**config.mk**
```make
export PLATFORM = sky130hd
export DESIGN_NAME = geri_yazma_hakemi
export DESIGN_NICKNAME = d
export VERILOG_FILES = /design/src/rtl/geri_yazma_hakemi_pkg.sv /design/src/rtl/geri_yazma_hakemi_dongusel_hakem.sv /design/src/rtl/geri_yazma_hakemi.sv
export SDC_FILE = /design/constraint.sdc
export NUM_CORES = 1
export LEC_CHECK = 0
export BUFFER_PORTS_ARGS = -buffer_cell sky130_fd_sc_hd__clkbuf_2
export CAP_MARGIN = 40
export CORE_MARGIN = 1
export CORE_UTILIZATION = 40
export DETAILED_ROUTE_END_ITERATION = 8
export MAX_ROUTING_LAYER = met4
export PLACE_DENSITY = 0.72
export RECOVER_POWER = 25
export SYNTH_ARGS = -nofsm -noshare
export SYNTH_HDL_FRONTEND = slang
export SYNTH_SLANG_ARGS = --single-unit
export TNS_END_PERCENT = 5
```
**constraint.sdc**
```tcl
create_clock -name clk_i -period 9.6 [get_ports clk_i]
set_input_delay 0.48 -clock clk_i [delete_from_list [all_inputs] [get_ports clk_i]]
set_output_delay 0.48 -clock clk_i [all_outputs]
set_load 0.03 [all_outputs]
```
**src/rtl/geri_yazma_hakemi_pkg.sv**
```systemverilog
// Shared core definitions: register index width and the {fp, adres}
// scoreboard index used by the write-back arbiter.
package geri_yazma_hakemi_pkg;

  localparam int unsigned REG_ADRES_W = 5;
  localparam int unsigned SB_BOYUT    = 2 ** (REG_ADRES_W + 1);

  typedef logic [REG_ADRES_W:0] sb_indeks_t;

  function automatic sb_indeks_t sb_indeks(input logic fp,
                                           input logic [REG_ADRES_W-1:0] adres);
    return {fp, adres};
  endfunction

  // Integer x0 is hardwired to zero: never written, never reserved.
  function automatic logic x0_mi(input logic fp,
                                 input logic [REG_ADRES_W-1:0] adres);
    return (!fp) && (adres == '0);
  endfunction

endpackage

```
**src/rtl/geri_yazma_hakemi_dongusel_hakem.sv**
```systemverilog
// Parameterised round-robin arbiter: request vector in, one-hot grant out.
// The pointer names the highest-priority index and moves past the winner.
module dongusel_hakem #(
  parameter int unsigned N  = 4,
  parameter int unsigned IW = (N > 1) ? $clog2(N) : 1
) (
  input  logic          clk_i,
  input  logic          rst_i,
  input  logic [N-1:0]  istek_i,
  output logic [N-1:0]  izin_o,
  output logic [IW-1:0] kazanan_o,
  output logic          izin_var_o
);

  logic [IW-1:0] oncelik_q;
  logic [IW-1:0] aday;

  // Search upward from the pointer with wrap-around; first valid wins.
  always_comb begin
    izin_o     = '0;
    kazanan_o  = '0;
    izin_var_o = 1'b0;
    aday       = '0;
    for (int unsigned k = 0; k < N; k++) begin
      aday = IW'((32'(oncelik_q) + k) % N);
      if (!izin_var_o && istek_i[aday]) begin
        izin_var_o   = 1'b1;
        izin_o[aday] = 1'b1;
        kazanan_o    = aday;
      end
    end
  end

  // Pointer moves to (winner+1) mod N; holds when nothing is granted.
  always_ff @(posedge clk_i or posedge rst_i) begin
    if (rst_i) begin
      oncelik_q <= '0;
    end else if (izin_var_o) begin
      if (kazanan_o == IW'(N - 1)) oncelik_q <= '0;
      else                         oncelik_q <= kazanan_o + 1'b1;
    end
  end

endmodule

```
**src/rtl/geri_yazma_hakemi.sv**
```systemverilog
// Write-back arbiter and pending-write scoreboard. Grants one unit per cycle
// onto the registered write-back stage and stalls decode on pending operands.
module geri_yazma_hakemi
  import geri_yazma_hakemi_pkg::*;
#(
  parameter int unsigned BIRIM_SAYISI  = 4,
  parameter int unsigned VERI_GENISLIK = 32
) (
  input  logic                                          clk_i,
  input  logic                                          rst_i,
  input  logic [BIRIM_SAYISI-1:0]                       istek_gecerli_i,
  output logic [BIRIM_SAYISI-1:0]                       istek_hazir_o,
  input  logic [BIRIM_SAYISI-1:0][REG_ADRES_W-1:0]      istek_adres_i,
  input  logic [BIRIM_SAYISI-1:0]                       istek_fp_i,
  input  logic [BIRIM_SAYISI-1:0][VERI_GENISLIK-1:0]    istek_veri_i,
  input  logic                                          ayir_gecerli_i,
  input  logic [REG_ADRES_W-1:0]                        ayir_adres_i,
  input  logic                                          ayir_fp_i,
  input  logic [REG_ADRES_W-1:0]                        rs1_adres_i,
  input  logic [REG_ADRES_W-1:0]                        rs2_adres_i,
  input  logic [REG_ADRES_W-1:0]                        rs3_adres_i,
  input  logic                                          rs1_fp_oku,
  input  logic                                          rs2_fp_oku,
  input  logic                                          rs3_oku_i,
  output logic                                          gy_rd_yaz_o,
  output logic [REG_ADRES_W-1:0]                        gy_rd_adres_o,
  output logic                                          gy_rd_hedef_fp_o,
  output logic [VERI_GENISLIK-1:0]                      gy_veri_o,
  output logic                                          bekle_o
);

  localparam int unsigned IW = (BIRIM_SAYISI > 1) ? $clog2(BIRIM_SAYISI) : 1;

  logic [BIRIM_SAYISI-1:0]  izin;
  logic [IW-1:0]            kazanan;
  logic                     izin_var;
  logic                     aktarim;
  logic [REG_ADRES_W-1:0]   sec_adres;
  logic                     sec_fp;
  logic [VERI_GENISLIK-1:0] sec_veri;
  logic [SB_BOYUT-1:0]      bekleyen_q;
  logic [SB_BOYUT-1:0]      bekleyen_d;

  dongusel_hakem #(
    .N  (BIRIM_SAYISI),
    .IW (IW)
  ) u_hakem (
    .clk_i      (clk_i),
    .rst_i      (rst_i),
    .istek_i    (istek_gecerli_i),
    .izin_o     (izin),
    .kazanan_o  (kazanan),
    .izin_var_o (izin_var)
  );

  // Grants are suppressed while reset is held so no unit sees a false handshake.
  always_comb begin
    istek_hazir_o = izin & {BIRIM_SAYISI{~rst_i}};
    aktarim       = izin_var & ~rst_i;
    sec_adres     = istek_adres_i[kazanan];
    sec_fp        = istek_fp_i[kazanan];
    sec_veri      = istek_veri_i[kazanan];
  end

  // Write-back stage: load on transfer; x0 is accepted but not written.
  always_ff @(posedge clk_i or posedge rst_i) begin
    if (rst_i) begin
      gy_rd_yaz_o      <= 1'b0;
      gy_rd_adres_o    <= '0;
      gy_rd_hedef_fp_o <= 1'b0;
      gy_veri_o        <= '0;
    end else if (aktarim) begin
      gy_rd_yaz_o      <= ~x0_mi(sec_fp, sec_adres);
      gy_rd_adres_o    <= sec_adres;
      gy_rd_hedef_fp_o <= sec_fp;
      gy_veri_o        <= sec_veri;
    end else begin
      gy_rd_yaz_o      <= 1'b0;
    end
  end

  // Scoreboard next state: clear first, then set, so a same-cycle reservation wins.
  always_comb begin
    bekleyen_d = bekleyen_q;
    if (aktarim) begin
      bekleyen_d[sb_indeks(sec_fp, sec_adres)] = 1'b0;
    end
    if (ayir_gecerli_i && !x0_mi(ayir_fp_i, ayir_adres_i)) begin
      bekleyen_d[sb_indeks(ayir_fp_i, ayir_adres_i)] = 1'b1;
    end
  end

  // Pending-write bit register.
  always_ff @(posedge clk_i or posedge rst_i) begin
    if (rst_i) bekleyen_q <= '0;
    else       bekleyen_q <= bekleyen_d;
  end

  function automatic logic bekliyor(input logic [SB_BOYUT-1:0] tablo,
                                    input logic fp,
                                    input logic [REG_ADRES_W-1:0] adres);
    return tablo[sb_indeks(fp, adres)] & ~x0_mi(fp, adres);
  endfunction

  // Decode stall from current scoreboard only; rs3 is always an FP operand.
  always_comb begin
    bekle_o = bekliyor(bekleyen_q, rs1_fp_oku, rs1_adres_i)
            | bekliyor(bekleyen_q, rs2_fp_oku, rs2_adres_i)
            | (rs3_oku_i & bekliyor(bekleyen_q, 1'b1, rs3_adres_i));
  end

endmodule

```
==> results of run 1 <==
-- power breakdown --
part	switching [mW]	internal (mW)	total, mW	leakage (nW)
clock	0.171	0.226	0.398	0.147
sequential	0.186	0.645	0.832	1.31
combinational	1.08	0.860	1.94	2.78
-- registers in the layout (all words and copies together), names as in the netlist --
signal / flops
gy_veri_o: 32
gy_rd_hedef_fp_o: 1
bekleyen_q: 63
u_hakem.oncelik_q: 2
gy_rd_adres_o: 5
gy_rd_yaz_o: 1
-- cells by family after synthesis --
family,after synthesis
multiplexers,187
adder cells (fa/ha/maj),8
AO/OA/AOI/OAI,225
XOR/XNOR,2
flip-flops,104
buffers and inverters,78
AND/OR/NAND/NOR,156
-- area by class of cell --
type / instances / area (um2) / share of cell area, %
Multi-Input combinational cell: 578 / 4920 / 51.8
Sequential cell: 104 / 2600 / 27.4
Timing Repair Buffer: 247 / 1290 / 13.6
Tap cell: 265 / 332 / 3.50
Clock buffer: 9 / 225 / 2.37
Clock inverter: 6 / 85.1 / 0.897
Inverter: 7 / 27.5 / 0.290
Antenna cell: 2 / 5.00 / 0.0528
-- worst max-delay path, stage by stage (launching register included) --
cell and delay, ps:
dfrtp_1 710, inv_1 290, ha_1 490, mux4_2 440, nor2b_4 190, nor2_1 100
o21ai_4 470, buf_4 800, mux4_1 750, or4b_1 620, a22o_1 190
-- worst paths after layout --
| kind | end | depth (start not counted) | startpoint |
|---|---|---|---|
| worst max-delay path | bekleyen_q[22] | 10 | u_hakem.oncelik_q[0] |
| worst min register to register | gy_veri_o[30] | 2 | gy_veri_o[30] |
| worst max register to register | bekleyen_q[22] | 10 | u_hakem.oncelik_q[0] |
| worst min-delay path | gy_veri_o[30] | 2 | gy_veri_o[30] |
| max in group asynchronous | bekleyen_q[48] | 3 | rst_i |
| min in group asynchronous | u_hakem.oncelik_q[1] | 2 | rst_i |
-- placed cells by master (no fill, tap or decap), types with 12 or more instances in the layout --
| master | count |
|---|---|
| mux2_2 | 41 |
| a21oi_1 | 91 |
| o21ai_0 | 38 |
| dfrtp_1 | 104 |
| mux4_2 | 55 |
| nor2_1 | 27 |
| nand2_1 | 87 |
| mux2i_1 | 89 |
| o41ai_1 | 13 |
| clkbuf_2 | 200 |
| nor2b_1 | 12 |
| clkbuf_1 | 26 |
| buf_4 | 18 |
| a41oi_1 | 12 |
| a31oi_1 | 31 |
-- metrics by stage --
step                      hold WS, ps  utilization (%)
after floorplan                   475                -
after global placement            462             46.9
after detailed placement          471             47.4
after CTS                         264             49.0
after global routing              507             48.9
final                             481             48.9
-- layer usage --
layer	routed length, um	global-route usage [%]
met1	10200	32.3
met2	12200	40.5
met3	1700	3.70
met4	572	9.68
met5	0	-
==> results.py, run 1 <==
metrics = {
    "floorplan": {
        "dieArea_mm2": 0.0203,
        "rows": 51,
        "placeableCoreArea_mm2": 0.0194,
        "fp.dieW_um": 142,
        "initial_core_util_pct": 40.7,
        "die_y_um": 142,
        "io_pins": 227,
    },
    "clock_tree": {
        "cts_made_buffers": 9,
        "cts_resized": 0,
        "clk_pin_slew_ps": 80,
        "clk_latency_ps": 360,
        "cts_tree": "built",
        "clock_sinks": 104,
        "cts_hold_buf": 0,
        "ctsRootBufferMaster": "clkbuf_16",
        "cts_htree_levels": 3,
        "cts_buffer_depth": 2,
        "cts_post_setup_buffers_inserted": 0,
    },
    "placement": {
        "io_buffer_count": 226,
        "gp_congestion": 0.870,
        "placedInstanceArea_mm2": 0.00920,
        "post-dp-hpwl_um": 18100,
        "placedCellCount": 1200,
        "dp_slack_ps": 4390,
    },
    "grt": {
        "grt_usage_pct": 25.3,
        "grt_pass1_vias": 6902,
        "grt_antenna_before_repair": 2,
        "grt_pass1_wl_um": 38000,
        "grt_max_degree": 67,
        "grt_overflow": 0,
    },
    "synthesis": {
        "synth.distinct_cells": 55,
        "yosysWarnings": 0,
        "synth_top_family_by_area": "multiplexers",
        "synth_seq_cells": 104,
        "synth_ff_type": "dfrtp_1",
        "avgSynthCellArea_um2": 10.4,
        "synthAdderAreaFrac_pct": 1.27,
        "syn-num-nets": 951,
        "yosys.cell_count.top_type": "dfrtp_1",
        "synthCells": 760,
        "synth_edf_count": 0,
        "seq_area_frac_synth_pct": 33.0,
        "yosysTopAreaCell": "dfrtp_1",
        "async_flop_share_pct": 100,
        "synth_common_cells": "104 x dfrtp_1, 91 x a21oi_1, 89 x mux2i_1",
        "muxShareOfSynthArea_pct": 33.3,
        "synthTopCellsByArea": "dfrtp_1 33%, mux4_2 16%, mux2i_1 11%, mux2_2 5.8%, a21oi_1 5.8%",
        "synth-simple-area-share_pct": 9.40,
        "synth_compound_area_share_pct": 17.8,
        "synth_area_mm2": 0.00789,
        "synth_xor_area_share_pct": 0.222,
        "synth_top_area_share_pct": 33.0,
    },
    "drt": {
        "vias": 7197,
        "wl_per_cell_um": 20.3,
        "drc_errors": 0,
        "antenna_left": 0,
        "viasPerCell": 5.91,
        "first_pass_iters": 8,
        "wirelength_um": 24700,
        "drt_iter0_drc": 546,
    },
    "finish": {
        "final_cells": 1218,
        "drive_gt1_share_pct": 36.4,
        "fillCellCount": 1831,
        "areaGrowthSynthToFinish_pct": 20.2,
        "stdcell_area_mm2": 0.00949,
        "layout.nets": 1138,
    },
    "timing": {
        "finClkSkew_ps": 8.70,
        "slew_headroom_pct": -27.8,
        "rsz0062_at_grt": "no",
        "slew_viol_final": 40,
        "setup_violations": 0,
        "finalSetupTns_ps": 0,
        "fmax_mhz": 191,
        "final.period_utilization_pct": 54.5,
        "post-route-min-period_ps": 5230,
        "finalHoldViolCount": 0,
        "worst_pin_slew_ps": 1910,
        "worst_slack_ps": 4370,
    },
    "setup_path": {
        "worstSetupPathType": "reg -> reg",
        "cp-start-kind": "flip-flop",
        "endpoint_kind": "flip-flop",
        "reg2reg_setup_slack_ps": 4370,
        "crit_required_ps": 9840,
        "arrival_ps": 5470,
        "path_max_fanout": 57,
    },
    "status": {
        "violations": "capacitance limit, slew limit",
        "status": "complete, but fails checks",
    },
    "power_and_ir_drop": {
        "ir_drop_mv": 0.242,
        "power_mw": 3.17,
        "power.density_mw_per_mm2": 334,
        "leakagePower_nw": 4.23,
    },
    "hold_path": {
        "worstHoldPathType": "reg -> reg",
    },
    "flow_run": {
        "max-cap-violations": 1,
    },
}
Power figures use the tool's default switching activity.
==> run 2: changes to the inputs <==
==> constraint.sdc (replaced) <==
create_clock -name clk_i -period 5.44 [get_ports clk_i]
set_input_delay 0.272 -clock clk_i [delete_from_list [all_inputs] [get_ports clk_i]]
set_output_delay 0.272 -clock clk_i [all_outputs]
set_load 0.03 [all_outputs]
==> results.py, run 2 (synthesis gave the netlist of run 1 again) <==
metrics = {
    "placement": {
        "dp_slack_ps": 1030,
        "gp_congestion": 0.901,
        "io_buffer_count": 226,
        "post-dp-hpwl_um": 18300,
    },
    "clock_tree": {
        "cts_htree_levels": 3,
        "cts_made_buffers": 9,
        "clk_latency_ps": 350,
        "ctsRootBufferMaster": "clkbuf_16",
        "cts_buffer_depth": 2,
        "cts_hold_buf": 0,
        "clk_pin_slew_ps": 80,
        "clock_sinks": 104,
        "cts_tree": "built",
        "cts_resized": 0,
        "cts_post_setup_buffers_inserted": 0,
    },
    "timing": {
        "worst_slack_ps": 957,
        "finalSetupTns_ps": 0,
        "post-route-min-period_ps": 4480,
        "slew_headroom_pct": -71.7,
        "fmax_mhz": 223,
        "finClkSkew_ps": 8.65,
        "rsz0062_at_grt": "no",
        "slew_viol_final": 54,
        "finalHoldViolCount": 0,
        "worst_pin_slew_ps": 2560,
        "setup_violations": 0,
        "final.period_utilization_pct": 82.4,
    },
    "finish": {
        "largest_reg_flops": 63,
        "reg_top3": "bekleyen_q x63, gy_veri_o x32, gy_rd_adres_o x5",
        "drive_gt1_share_pct": 38.3,
        "top_register": "bekleyen_q",
        "areaGrowthSynthToFinish_pct": 20.3,
        "final_cell_mix": "214 x clkbuf_2, 104 x dfrtp_1, 91 x a21oi_1",
        "fillCellCount": 1803,
        "layout.nets": 1140,
        "final_common_cell": "clkbuf_2",
    },
    "drt": {
        "wirelength_um": 24700,
        "viasPerCell": 5.93,
        "first_pass_iters": 6,
        "wl_met1_um": 9540,
        "drt_iter0_drc": 569,
        "wl_per_cell_um": 20.2,
        "met3_length_um": 2290,
        "dr_wl_met2_um": 12100,
        "drc_errors": 0,
        "top_layer_used": "met4",
        "antenna_left": 0,
        "vias": 7254,
    },
    "setup_path": {
        "arrival_ps": 4660,
        "crit_required_ps": 5620,
        "regToRegEndpoint": "bekleyen_q[21]",
        "cp-endpoint": "bekleyen_q[21]",
        "r2r-start": "u_hakem.oncelik_q[0]",
        "cp-start-kind": "flip-flop",
        "endpoint_kind": "flip-flop",
        "reg2reg_setup_slack_ps": 960,
        "worstSetupPathType": "reg -> reg",
        "path_max_fanout": 21,
        "critPathLaunch": "u_hakem.oncelik_q[0]",
        "r2r_cells": 9,
    },
    "power_and_ir_drop": {
        "switching_share_pct": 46.0,
        "p_comb_share_pct": 61.0,
        "seq_power_share_pct": 26.5,
        "switching_power_mw": 2.54,
        "leakagePower_nw": 4.27,
        "p_clk_share_pct": 12.4,
        "ir_drop_mv": 0.376,
        "power.density_mw_per_mm2": 583,
        "cell_internal_pwr_mw": 2.99,
        "power_mw": 5.53,
    },
    "grt": {
        "grt_pass1_vias": 7163,
        "grt_max_degree": 54,
        "grt_antenna_before_repair": 4,
        "grt_overflow": 0,
        "grt_pass1_wl_um": 38400,
        "grt_usage_pct": 25.5,
    },
    "flow_run": {
        "max-cap-violations": 1,
    },
    "status": {
        "violations": "capacitance limit, slew limit",
        "status": "complete, but fails checks",
    },
    "floorplan": {
        "initial_core_util_pct": 40.7,
        "die_y_um": 142,
        "io_pins": 227,
        "dieArea_mm2": 0.0203,
        "placeableCoreArea_mm2": 0.0194,
        "fp.dieW_um": 142,
        "rows": 51,
    },
    "hold_path": {
        "worstHoldPathType": "in -> reg",
    },
}
## run 2: routing by layer
| layer | up-vias | track usage (%) |
|---|---|---|
| met5 | - | - |
| met4 | 0 | 11.3 |
| met3 | 56 | 6.70 |
| met2 | 355 | 41.2 |
| li1 | 3297 | - |
| met1 | 3546 | 29.9 |
## run 2: worst min path at each step
stage               slack (ps)  cells past startpoint             end             from
global placement           460                      2    gy_veri_o[4]     gy_veri_o[4]
detailed placement         470                      2    gy_veri_o[1]     gy_veri_o[1]
floorplan                  480                      2   bekleyen_q[6]    bekleyen_q[6]
global route               330                      4  bekleyen_q[52]  ayir_adres_i[0]
CTS                        140                      2     gy_rd_yaz_o            rst_i
finish                     300                      4  bekleyen_q[12]  ayir_adres_i[0]
## run 2: layout make-up
class / instances / area (um2) / area share (%)
Multi-Input combinational cell: 578 / 4930 / 51.9
Tap cell: 265 / 332 / 3.49
Clock buffer: 9 / 225 / 2.37
Clock inverter: 7 / 77.6 / 0.817
Inverter: 7 / 27.5 / 0.290
Sequential cell: 104 / 2600 / 27.4
Antenna cell: 4 / 10.0 / 0.105
Timing Repair Buffer: 249 / 1300 / 13.6
## run 2: power groups by stage
stage | Sequential (mW) | Combinational [mW] | Clock, mW
6_report | 1.47 | 3.38 | 0.687
2_1_floorplan | 1.63 | 2.52 | 0
4_1_cts | 1.46 | 3.38 | 0.695
5_1_grt | 1.52 | 3.64 | 0.715
3_3_place_gp | 1.44 | 3.29 | 0
3_5_place_dp | 1.47 | 3.37 | 0
## run 2: metrics by stage
step | utilization [%] | hold slack (ps) | area [um2] | std cells
finish | 49.0 | 305 | 9500 | 1223
global route | 49.0 | 333 | 9500 | 1223
CTS | 49.0 | 142 | 9500 | 1219
detailed placement | 47.4 | 473 | 9200 | 1203
global placement | 46.9 | 463 | 9100 | 1191
floorplan | - | 475 | 7890 | 760
## run 2: worst max-delay path: stages, from the launching register on
cell and delay [ps]:
dfrtp_1 710, inv_1 280, ha_1 480, mux4_2 430, nor2b_4 190, nor2_1 100, o21ai_4 550, mux4_2 610
nor2b_1 710, a41oi_1 240
==> run 3: changes to the inputs <==
--- a/config.mk
+++ b/config.mk
@@ -11,7 +11,7 @@
 export CORE_UTILIZATION = 40
 export DETAILED_ROUTE_END_ITERATION = 8
 export MAX_ROUTING_LAYER = met4
-export PLACE_DENSITY = 0.72
+export PLACE_DENSITY = 0.75
 export RECOVER_POWER = 25
 export SYNTH_ARGS = -nofsm -noshare
 export SYNTH_HDL_FRONTEND = slang
==> constraint.sdc (replaced) <==
create_clock -name clk_i -period 3.99 [get_ports clk_i]
set_input_delay 0.1995 -clock clk_i [delete_from_list [all_inputs] [get_ports clk_i]]
set_output_delay 0.1995 -clock clk_i [all_outputs]
set_load 0.03 [all_outputs]
==> results.py, run 3 (synthesis gave the netlist of run 1 again) <==
metrics = {
    "status": {
        "status": "complete, no violations",
    },
    "setup_path": {
        "r2r-start": "u_hakem.oncelik_q[0]",
        "reg2reg_setup_slack_ps": 270,
        "critPathTopFamily": "compound AO/OA/AOI/OAI gates",
        "cp.buffers_inverters": 3,
        "cp-endpoint": "bekleyen_q[50]",
        "critPathLaunch": "u_hakem.oncelik_q[0]",
        "endpoint_kind": "flip-flop",
        "crit_required_ps": 4210,
        "r2r_cells": 11,
        "path_common_cell": "buf_4",
        "max_stage_delay_ps": 650,
        "worstSetupPathType": "reg -> reg",
        "cp_slowest_cell": "o41ai_1",
        "path_max_fanout": 20,
        "cp.depth": 11,
        "cp-start-kind": "flip-flop",
        "crit_chain": "inv_1, ha_1, mux4_2, nor2b_4, nor2_1, o21ai_4, buf_4, mux4_1, buf_4, o41ai_1, nand2_1",
        "arrival_ps": 3940,
        "regToRegEndpoint": "bekleyen_q[50]",
    },
    "finish": {
        "final_cell_mix": "189 x clkbuf_2, 104 x dfrtp_1, 91 x a21oi_1",
        "largest_reg_flops": 63,
        "reg_top3": "bekleyen_q x63, gy_veri_o x32, gy_rd_adres_o x5",
        "final_cells": 1232,
        "final_common_cell": "clkbuf_2",
        "layout.nets": 1150,
        "areaGrowthSynthToFinish_pct": 21.2,
        "top_register": "bekleyen_q",
        "drive_gt1_share_pct": 36.0,
    },
    "drt": {
        "vias": 7205,
        "drc_errors": 0,
        "first_pass_iters": 6,
        "wl_met1_um": 9630,
        "met3_length_um": 2260,
        "top_layer_used": "met4",
        "wirelength_um": 24900,
        "dr_wl_met2_um": 12100,
        "antenna_left": 0,
        "drt_iter0_drc": 585,
        "viasPerCell": 5.85,
        "wl_per_cell_um": 20.2,
    },
    "clock_tree": {
        "clk_pin_slew_ps": 80,
        "cts_resized": 0,
        "cts_htree_levels": 3,
        "cts_made_buffers": 9,
        "clock_sinks": 104,
        "ctsRootBufferMaster": "clkbuf_16",
        "clk_latency_ps": 360,
        "cts_buffer_depth": 2,
        "cts_tree": "built",
        "cts_post_setup_buffers_inserted": 0,
    },
    "timing": {
        "final.period_utilization_pct": 93.2,
        "rsz0062_at_grt": "no",
        "finClkSkew_ps": 13.0,
        "worst_pin_slew_ps": 1410,
        "finalSetupTns_ps": 0,
        "fmax_mhz": 269,
        "slew_viol_final": 0,
        "setup_violations": 0,
        "finalHoldViolCount": 0,
        "post-route-min-period_ps": 3720,
        "slew_headroom_pct": 5.80,
    },
    "floorplan": {
        "fp.dieW_um": 142,
        "placeableCoreArea_mm2": 0.0194,
        "die_y_um": 142,
        "dieArea_mm2": 0.0203,
        "io_pins": 227,
        "initial_core_util_pct": 40.7,
        "rows": 51,
    },
    "placement": {
        "io_buffer_count": 226,
        "gp_congestion": 0.922,
        "placedCellCount": 1212,
        "post-dp-hpwl_um": 18600,
    },
    "power_and_ir_drop": {
        "leakagePower_nw": 4.26,
        "power.density_mw_per_mm2": 802,
        "ir_drop_mv": 0.465,
    },
    "grt": {
        "grt_pass1_wl_um": 39000,
        "grt_overflow": 0,
        "grt_max_degree": 73,
        "grt_usage_pct": 26.0,
        "grt_pass1_vias": 7227,
        "grt_antenna_before_repair": 3,
    },
    "flow_run": {
        "max-cap-violations": 0,
    },
    "hold_path": {
        "worstHoldPathType": "in -> reg",
    },
}
==> run 3: cell count changes in the layout (fill, tap and decap cells not counted), moves of 2 or more <==
cell      change
clkbuf_2     -25
nor3_1        +2
inv_6         -2
clkbuf_1     +25
buf_4         +8
nor3_2        -2
==> run 3: worst register-to-register path, delay by kind of cell (launching register included) <==
family,cells,cell delay (ps)
AO/OA/AOI/OAI,2,870
AND/OR/NAND/NOR,3,420
buffers and inverters,3,770
adder cells (fa/ha/maj),1,360
multiplexers,2,800
flip-flops,1,380
==> run 3: through the flow <==
step                area, um2  utilization [%]  hold slack [ps]  total power, mW  setup WS (ps)
global placement         9180             47.3              301             6.57            430
floorplan                7890                -              411             5.67            747
CTS                      9610             49.5              256             7.72            378
global route             9570             49.3              276             8.14            163
detailed placement       9260             47.7              307             6.69            407
finish                   9570             49.3              264             7.68            270
==> run 3: timing repair <==
item	CTS	global route
hold buffers	1	0
setup endpoints to repair	0	0
endpoints found under the hold margin	27	0
==> run 3: worst min-delay path by stage <==
stage / from / end / slack (ps) / cells after the start
2_1_floorplan: istek_gecerli_i[0] / u_hakem.oncelik_q[1] / 410 / 3
3_3_place_gp: rst_i / gy_rd_hedef_fp_o / 300 / 2
3_5_place_dp: rst_i / gy_rd_hedef_fp_o / 310 / 2
4_1_cts: istek_veri_i[21] / gy_veri_o[21] / 260 / 4
5_1_grt: istek_veri_i[90] / gy_veri_o[26] / 280 / 4
6_report: istek_veri_i[21] / gy_veri_o[21] / 260 / 4
==> run 3: routing by layer <==
| layer | vias up | track usage [%] |
|---|---|---|
| met5 | - | - |
| met4 | 0 | 13.0 |
| met3 | 59 | 6.90 |
| met2 | 366 | 41.3 |
| met1 | 3465 | 30.4 |
| li1 | 3315 | - |
==> run 3: final cells by class <==
| cell class | count | area [um2] |
|---|---|---|
| multi-input combinational | 578 | 4910 |
| inverter | 7 | 27.5 |
| fill | 1850 | 9830 |
| clock buffer | 9 | 225 |
| clock inverter | 7 | 114 |
| sequential | 104 | 2600 |
| tap | 265 | 332 |
| antenna | 3 | 7.51 |
| timing repair buffer | 259 | 1350 |
==> run 3: power breakdown <==
| group | internal (mW) | switching [mW] |
|---|---|---|
| clock | 0.565 | 0.441 |
| combinational | 2.06 | 2.65 |
| sequential | 1.55 | 0.409 |
